`config.mk`:
```
export PLATFORM = sky130hd
export DESIGN_NAME = sqemux_sel_ctrl
export DESIGN_NICKNAME = d
export VERILOG_FILES = /design/src/rtl/sqemux_pkg.sv /design/src/rtl/sqemux_sync.sv /design/src/rtl/sqemux_sel_ctrl.sv
export SDC_FILE = /design/constraint.sdc
export NUM_CORES = 1
export LEC_CHECK = 0
export ABC_AREA = 1
export BUFFER_PORTS_ARGS = -buffer_cell sky130_fd_sc_hd__buf_2
export CORE_MARGIN = 3
export CORE_UTILIZATION = 25
export CTS_CLUSTER_DIAMETER = 50
export DETAILED_ROUTE_END_ITERATION = 16
export PLACE_DENSITY = 0.48
export RECOVER_POWER = 50
export SKIP_LAST_GASP = 1
export SYNTH_ARGS = -nofsm -noshare
export SYNTH_HDL_FRONTEND = slang
export SYNTH_SLANG_ARGS = --single-unit
export TNS_END_PERCENT = 50
```
`constraint.sdc`:
```
create_clock -name QCK -period 4 [get_ports QCK]
set_clock_uncertainty 0.2 [all_clocks]
set_input_delay 0.2 -clock QCK [delete_from_list [all_inputs] [get_ports QCK]]
set_output_delay 0.2 -clock QCK [all_outputs]
set_load 0.005 [all_outputs]
```
`src/rtl/sqemux_pkg.sv`:
```
// Shared types and constants for the quad-clock select-mux control glue.
package sqemux_pkg;

    // Width of the gate/settle cycle counter.
    localparam int CNT_W = 8;

    // Mux source encodings as seen on the SELECT pin.
    localparam logic SEL_QMUXIN = 1'b0;
    localparam logic SEL_SQHSCK = 1'b1;

    typedef logic [CNT_W-1:0] cnt_t;

    // Switch sequence phases.
    typedef enum logic [1:0] {
        IDLE     = 2'd0,
        GATE_OFF = 2'd1,
        SWITCH   = 2'd2,
        SETTLE   = 2'd3
    } state_t;

endpackage

```
`src/rtl/sqemux_sync.sv`:
```
// N-stage synchroniser with a programmable reset value, used for async
// control inputs entering the control-clock domain.
module sqemux_sync #(
    parameter int   STAGES    = 2,
    parameter logic RESET_VAL = 1'b0
) (
    input  logic clk,
    input  logic rst,
    input  logic d,
    output logic q
);

    if (STAGES < 2 || STAGES > 4) begin : g_bad_stages
        $error("sqemux_sync: STAGES=%0d outside 2..4", STAGES);
    end

    logic [STAGES-1:0] chain;

    // Shift the asynchronous input through the metastability chain.
    always_ff @(posedge clk) begin
        // NOTE: non-blocking assignments so each stage samples the previous stage's old value.
        if (rst) begin
            chain <= {STAGES{RESET_VAL}};
        end else begin
            chain <= {chain[STAGES-2:0], d};
        end
    end

    assign q = chain[STAGES-1];

endmodule

```
`src/rtl/sqemux_sel_ctrl.sv`:
```
// Glitch-free select sequencer for the quad-clock select mux: gates the mux
// output off, toggles SELECT, waits for it to settle, then re-enables.
module sqemux_sel_ctrl
    import sqemux_pkg::*;
#(
    parameter logic RESET_SEL     = SEL_QMUXIN,
    parameter int   GATE_CYCLES   = 4,
    parameter int   SETTLE_CYCLES = 4,
    parameter int   SYNC_STAGES   = 2
) (
    input  logic QCK,
    input  logic QRT,
    input  logic REQ_SEL,
    input  logic DYN_MODE,
    output logic SELECT,
    output logic SEN,
    output logic DEN,
    output logic DYNEN,
    output logic BUSY,
    output logic DONE
);

    if (GATE_CYCLES < 1 || GATE_CYCLES > 255) begin : g_bad_gate
        $error("sqemux_sel_ctrl: GATE_CYCLES=%0d outside 1..255", GATE_CYCLES);
    end
    if (SETTLE_CYCLES < 1 || SETTLE_CYCLES > 255) begin : g_bad_settle
        $error("sqemux_sel_ctrl: SETTLE_CYCLES=%0d outside 1..255", SETTLE_CYCLES);
    end
    if (SYNC_STAGES < 2 || SYNC_STAGES > 4) begin : g_bad_sync
        $error("sqemux_sel_ctrl: SYNC_STAGES=%0d outside 2..4", SYNC_STAGES);
    end

    // Counter reload values; the counter runs down to zero inclusive.
    localparam cnt_t GATE_LOAD   = cnt_t'(GATE_CYCLES - 1);
    localparam cnt_t SETTLE_LOAD = cnt_t'(SETTLE_CYCLES - 1);

    state_t state;
    cnt_t   cnt;
    logic   req_s;

    sqemux_sync #(
        .STAGES    (SYNC_STAGES),
        .RESET_VAL (RESET_SEL)
    ) u_req_sync (
        .clk (QCK),
        .rst (QRT),
        .d   (REQ_SEL),
        .q   (req_s)
    );

    // The dynamic-enable path of the mux is not used by this sequencer.
    assign DEN = 1'b0;

    // Register the dynamic-switching enable; one cycle of latency.
    always_ff @(posedge QCK) begin
        if (QRT) begin
            DYNEN <= 1'b0;
        end else begin
            DYNEN <= DYN_MODE;
        end
    end

    // Switch sequencer: gate off, toggle SELECT, settle, re-enable.
    always_ff @(posedge QCK) begin
        if (QRT) begin
            state  <= IDLE;
            cnt    <= '0;
            SELECT <= RESET_SEL;
            SEN    <= 1'b1;
            BUSY   <= 1'b0;
            DONE   <= 1'b0;
        end else begin
            DONE <= 1'b0;
            case (state)
                IDLE: begin
                    if (DYNEN && (req_s != SELECT)) begin
                        state <= GATE_OFF;
                        SEN   <= 1'b0;
                        BUSY  <= 1'b1;
                        cnt   <= GATE_LOAD;
                    end
                end
                GATE_OFF: begin
                    if (cnt == '0) begin
                        state <= SWITCH;
                    end else begin
                        cnt <= cnt - cnt_t'(1);
                    end
                end
                SWITCH: begin
                    // Toggle rather than copy req_s: a reverted request is
                    // handled by a fresh sequence from IDLE.
                    SELECT <= ~SELECT;
                    cnt    <= SETTLE_LOAD;
                    state  <= SETTLE;
                end
                SETTLE: begin
                    if (cnt == '0) begin
                        SEN   <= 1'b1;
                        BUSY  <= 1'b0;
                        DONE  <= 1'b1;
                        state <= IDLE;
                    end else begin
                        cnt <= cnt - cnt_t'(1);
                    end
                end
                default: state <= IDLE;
            endcase
        end
    end

endmodule

```
Word level (Yosys, flattened, before mapping) --
Cells that the tools add are included. Widths: inputs -> output; s select.
Storage, ports and cells: register bits 17, output and inout bits 6, logic and storage cells 42
Cells by class: add/subtract/negate cells 1, equal/unequal tests 8, multiplexer cells 14, bitwise gates (word level) 2, reduce and logical (&&, ||, !) cells 9
Operators by type and width (number):
- $pmux 8 s3 | 1
- $mux 8 | 2
- $logic_not 8->1 | 1
- $ne 2x2->1 const B | 4
- $pmux 2 s4 | 1
- $sub 8x1->8 const B | 1
- $mux 2 | 3
- $reduce_and 3->1 | 2
- $mux 1 | 5
- $eq 2x2->1 const B | 2
- $pmux 1 s2 | 2
- $reduce_or 2->1 | 2
- $eq 2x1->1 const B | 1
- $logic_not 2->1 | 1
- $not 1->1 | 2
- $reduce_and 2->1 | 1
- $reduce_bool 2->1 | 1
- $logic_and 1x1->1 | 1
- $ne 1x1->1 | 1

Depth between registers and ports, before layout --
word-level depth 4, mapped depth 9, depth with buffers taken out 9

Hierarchy --
A second synthesis with hierarchy kept.
Unflattened totals: cell total of the unflattened synthesis 133, area total of the unflattened synthesis 957.2 um^2
Modules (own cells, without submodules):
- sqemux_sel_ctrl | instances 1, cells an instance 127, area an instance 902.1 um^2
- sqemux_sync | instances 1, cells an instance 6, area an instance 55.1 um^2

Worst setup path after synthesis --
Ideal clock, no wire load.
path type reg-to-reg, start register state[1], end register cnt[0], setup time 0.118 ns, arrival time 1.194 ns, setup slack 2.488 ns, cell stages (with the launch flop) 9, buffers on the path 0, period minus slack after synthesis 1.512 ns, cell sequence dfxtp_1 inv_1 ha_1 nor2_2 inv_2 nand3_4 nand2_4 nor3_1 nor2_1
On the way: longest elaborated chain between the ends 4, elaborated cells between the ends (all ways) 9
RTL lines:
- start, declared | RTL line sqemux_sel_ctrl.sv:37 | state_t state;
- start signal, assigned | RTL line sqemux_sel_ctrl.sv:66 | state <= IDLE;
- start signal, assigned | RTL line sqemux_sel_ctrl.sv:77 | state <= GATE_OFF;
- start signal, assigned | RTL line sqemux_sel_ctrl.sv:85 | state <= SWITCH;
- $eq 2x2->1 or $eq 2x1->1 (tied branches) | RTL line sqemux_sel_ctrl.sv:74 | case (state)
- $reduce_or 2->1 (no source line)
- $ne 2x2->1 (no source line)
- $reduce_and 2->1 (no source line)
- end signal, assigned | RTL line sqemux_sel_ctrl.sv:87 | cnt <= cnt - cnt_t'(1);
- end signal, assigned | RTL line sqemux_sel_ctrl.sv:104 | cnt <= cnt - cnt_t'(1);
- end, declared | RTL line sqemux_sel_ctrl.sv:38 | cnt_t cnt;
Parallel ways exist; a longest one is shown, timed or not. A chain may end at the register's enable or synchronous reset.

Final worst setup path --
start register state[0], end register cnt[5]
Same word-level chain as after synthesis.

==> metrics <==
status=finished clean; area growth from synthesis to layout=14.5%; vias in the first global route=699; Via density=between 4 and 5; DR vias=between 800 and 900; number of diodes=0; final period demand of the worst path=1.68 ns; pin count of the biggest net entering global routing=14; count of cell types in the netlist=27; post-synthesis compound-gate area fraction=8.30%; Clk Latency, worst-skew pair=~0.25 ns; Simple-Gate Fraction of Synth Area=34.7%; Worst EP required=a little under 4 ns; Clk pin slew, worst setup/hold paths=0.07 ns; Mapped Cells=130; CTS tree=yes; DRT Pass-1 Iters=4; root buf cell=clkbuf_8; final period utilization=42.1%; io pins=10; xor/xnor share of the synthesized area=between 2 and 3%; Worst Hold Class=in -> reg; die width=approximately 68 um; CP Launch Type=register; initial antenna violation count=0; CTS max path bufs=2; largest cells by area after synthesis=dfxtp_1, nand2_1, ha_1; Num CTS Buffers=3; DR DRC count=0; first-pass GRT wire length=roughly 3000 um; Worst path max stage delay=between 0.3 and 0.4 ns; post-synthesis sequential area ratio=a little over a third; Yosys warning total=0; initial DRC count=18; starting density of the core=~27%; CP max stage cell=dfxtp_1; Max-cap violations=0; Avg WL per Cell=approximately 9.4 um; final setup vio count=0; critical path arrival=approximately 1.7 ns; multiplexer area fraction after synthesis=0%; Netlist Area Pre-Place=between 900 and 1000 sq um; core area=around 3500 sq um; die area=4570 sq um; maximum VDD drop=0.253 mV; largest family of logic cells by synthesized area=simple AND/OR/NAND/NOR gates; GRT Overall Usage=around 8.5%; kind of critical path=reg -> reg; Site Rows=21; worst-path fanout max=12; kind of end point of the critical path=register; final wirelength=1760 um; Syn Area/Cell=~7.3 sq um; # nets final=~150; Hold Violations, Final=0; Fmax=between 500 and 600 MHz; Mapped Nets=140; Pwr Density=559 nW/um^2; Synth top area share=between 30% and 40%; Final ANT Viol Nets=0; Static Leakage=0.492 nW; worst-path cell chain=inv_1, ha_1, o21ai_4, a21oi_1, a21boi_1; Adder-Cell Fraction of Synth Area=around 7.9%; RD Place Congestion=0.805; Slew Viols, Final=0; layout cells sized above 1=17.7%; Tot Pwr=0.000608 W; Seq cells post-synth=17; CTS H-tree depth=1; clock sink count=17; DP Wirelength=around 1400 um; setup TNS=0 ns; Yosys top cell by area=dfxtp_1; Die Height=~68 um; I/O Buffers=8; unrepaired setup endpoints after global routing=no; GRT overflow=0
==> worst paths after layout <==
kind	to	slack [ns]	startpoint	cells past startpoint
hold / removal	SELECT	0.08	QRT	2
setup / recovery	cnt[5]	2.32	state[0]	5
hold reg to reg	u_req_sync.chain[1]	0.20	u_req_sync.chain[0]	2
setup reg to reg	cnt[5]	2.32	state[0]	5
==> state kept, by name, summed over array words and instances, names as in the netlist <==
name and cells:
SELECT 1, SEN 1, u_req_sync.chain 2, state 2, cnt 8, BUSY 1, DONE 1, DYNEN 1
==> cell type report <==
type	count	area, sq um
Inverter	19	73.8
Multi-Input combinational cell	91	510
Clock buffer	3	41.3
Clock inverter	1	7.51
Timing Repair Buffer	10	56.3
Sequential cell	17	340
Tap cell	46	57.6
Fill cell	374	2410
==> layout by cell type (no fill, tap or decap), drive strengths merged <==
master	n
o21ai	4
clkinvlp	1
xor2	2
dfxtp	17
nand3	13
conb	1
clkbuf	6
nor3	2
buf	5
a21boi	1
or2	1
a21oi	8
dlygate4sd3	2
xnor2	1
nor2	21
inv	19
nand2	30
nand4	1
ha	6
==> synth_stat cells <==
library cell and number:
ha_1 6, nand2_4 1, clkbuf_1 1, nand3_2 2
a21boi_1 1, dfxtp_1 17, buf_6 1, buf_4 1
nand3_1 10, xor2_1 2, conb_1 1, nor3_1 2
nor2_4 1, xnor2_1 1, a21oi_1 8, nand2_2 2
o21ai_1 3, o21ai_4 1, nor2_1 17, or2_2 1
nand3_4 1, inv_2 4, nand4_1 1, nor2_2 3
nand2_1 27, inv_1 14, inv_4 1
==> worst max-delay path, delay by kind of cell, from the launching register on <==
family / cells / cell delay, ns
compound gates: 3 / 0.65
buf+inv: 1 / 0.12
fa+ha+maj: 1 / 0.30
flops: 1 / 0.34
==> what timing repair did <==
action,CTS,global route
gates resized for setup,0,0
endpoints found under the hold margin,2,0
buffers inserted,0,0
hold buffers,2,0
==> routing by layer <==
layer	global-route usage, %	part of all wire [%]
met5	0	0
met2	14.5	48
met3	3.00	3.9
met1	10.6	48
met4	0.759	0
==> per-stage QoR <==
stage / util [%] / setup slack (ns) / hold slack, ns / cells / cell area, sq um
6_report: 31.1 / 2.32 / 0.0793 / 187 / 1090
5_1_grt: 31.1 / 2.17 / 0.0776 / 187 / 1090
4_1_cts: 31.3 / 2.30 / 0.0764 / 187 / 1090
3_5_place_dp: 29.3 / 2.33 / 0.201 / 181 / 1020
3_3_place_gp: 29.3 / 2.36 / 0.206 / 181 / 1020
2_1_floorplan: - / 2.49 / 0.0691 / 130 / 950
==> where the power goes <==
group | internal (W) | switching (W) | leakage [nW]
Combinational | 0.0000967 | 0.000165 | 0.332
Sequential | 0.000198 | 0.0000189 | 0.139
Clock | 0.0000700 | 0.0000590 | 0.0217
==> cell families after synthesis <==
group	after synthesis
simple gates	68
buf+inv	22
flops	17
compound gates	13
fa+ha+maj	6
xor+xnor	3
other cells	1
No activity file was read; power rests on OpenSTA's default activity.
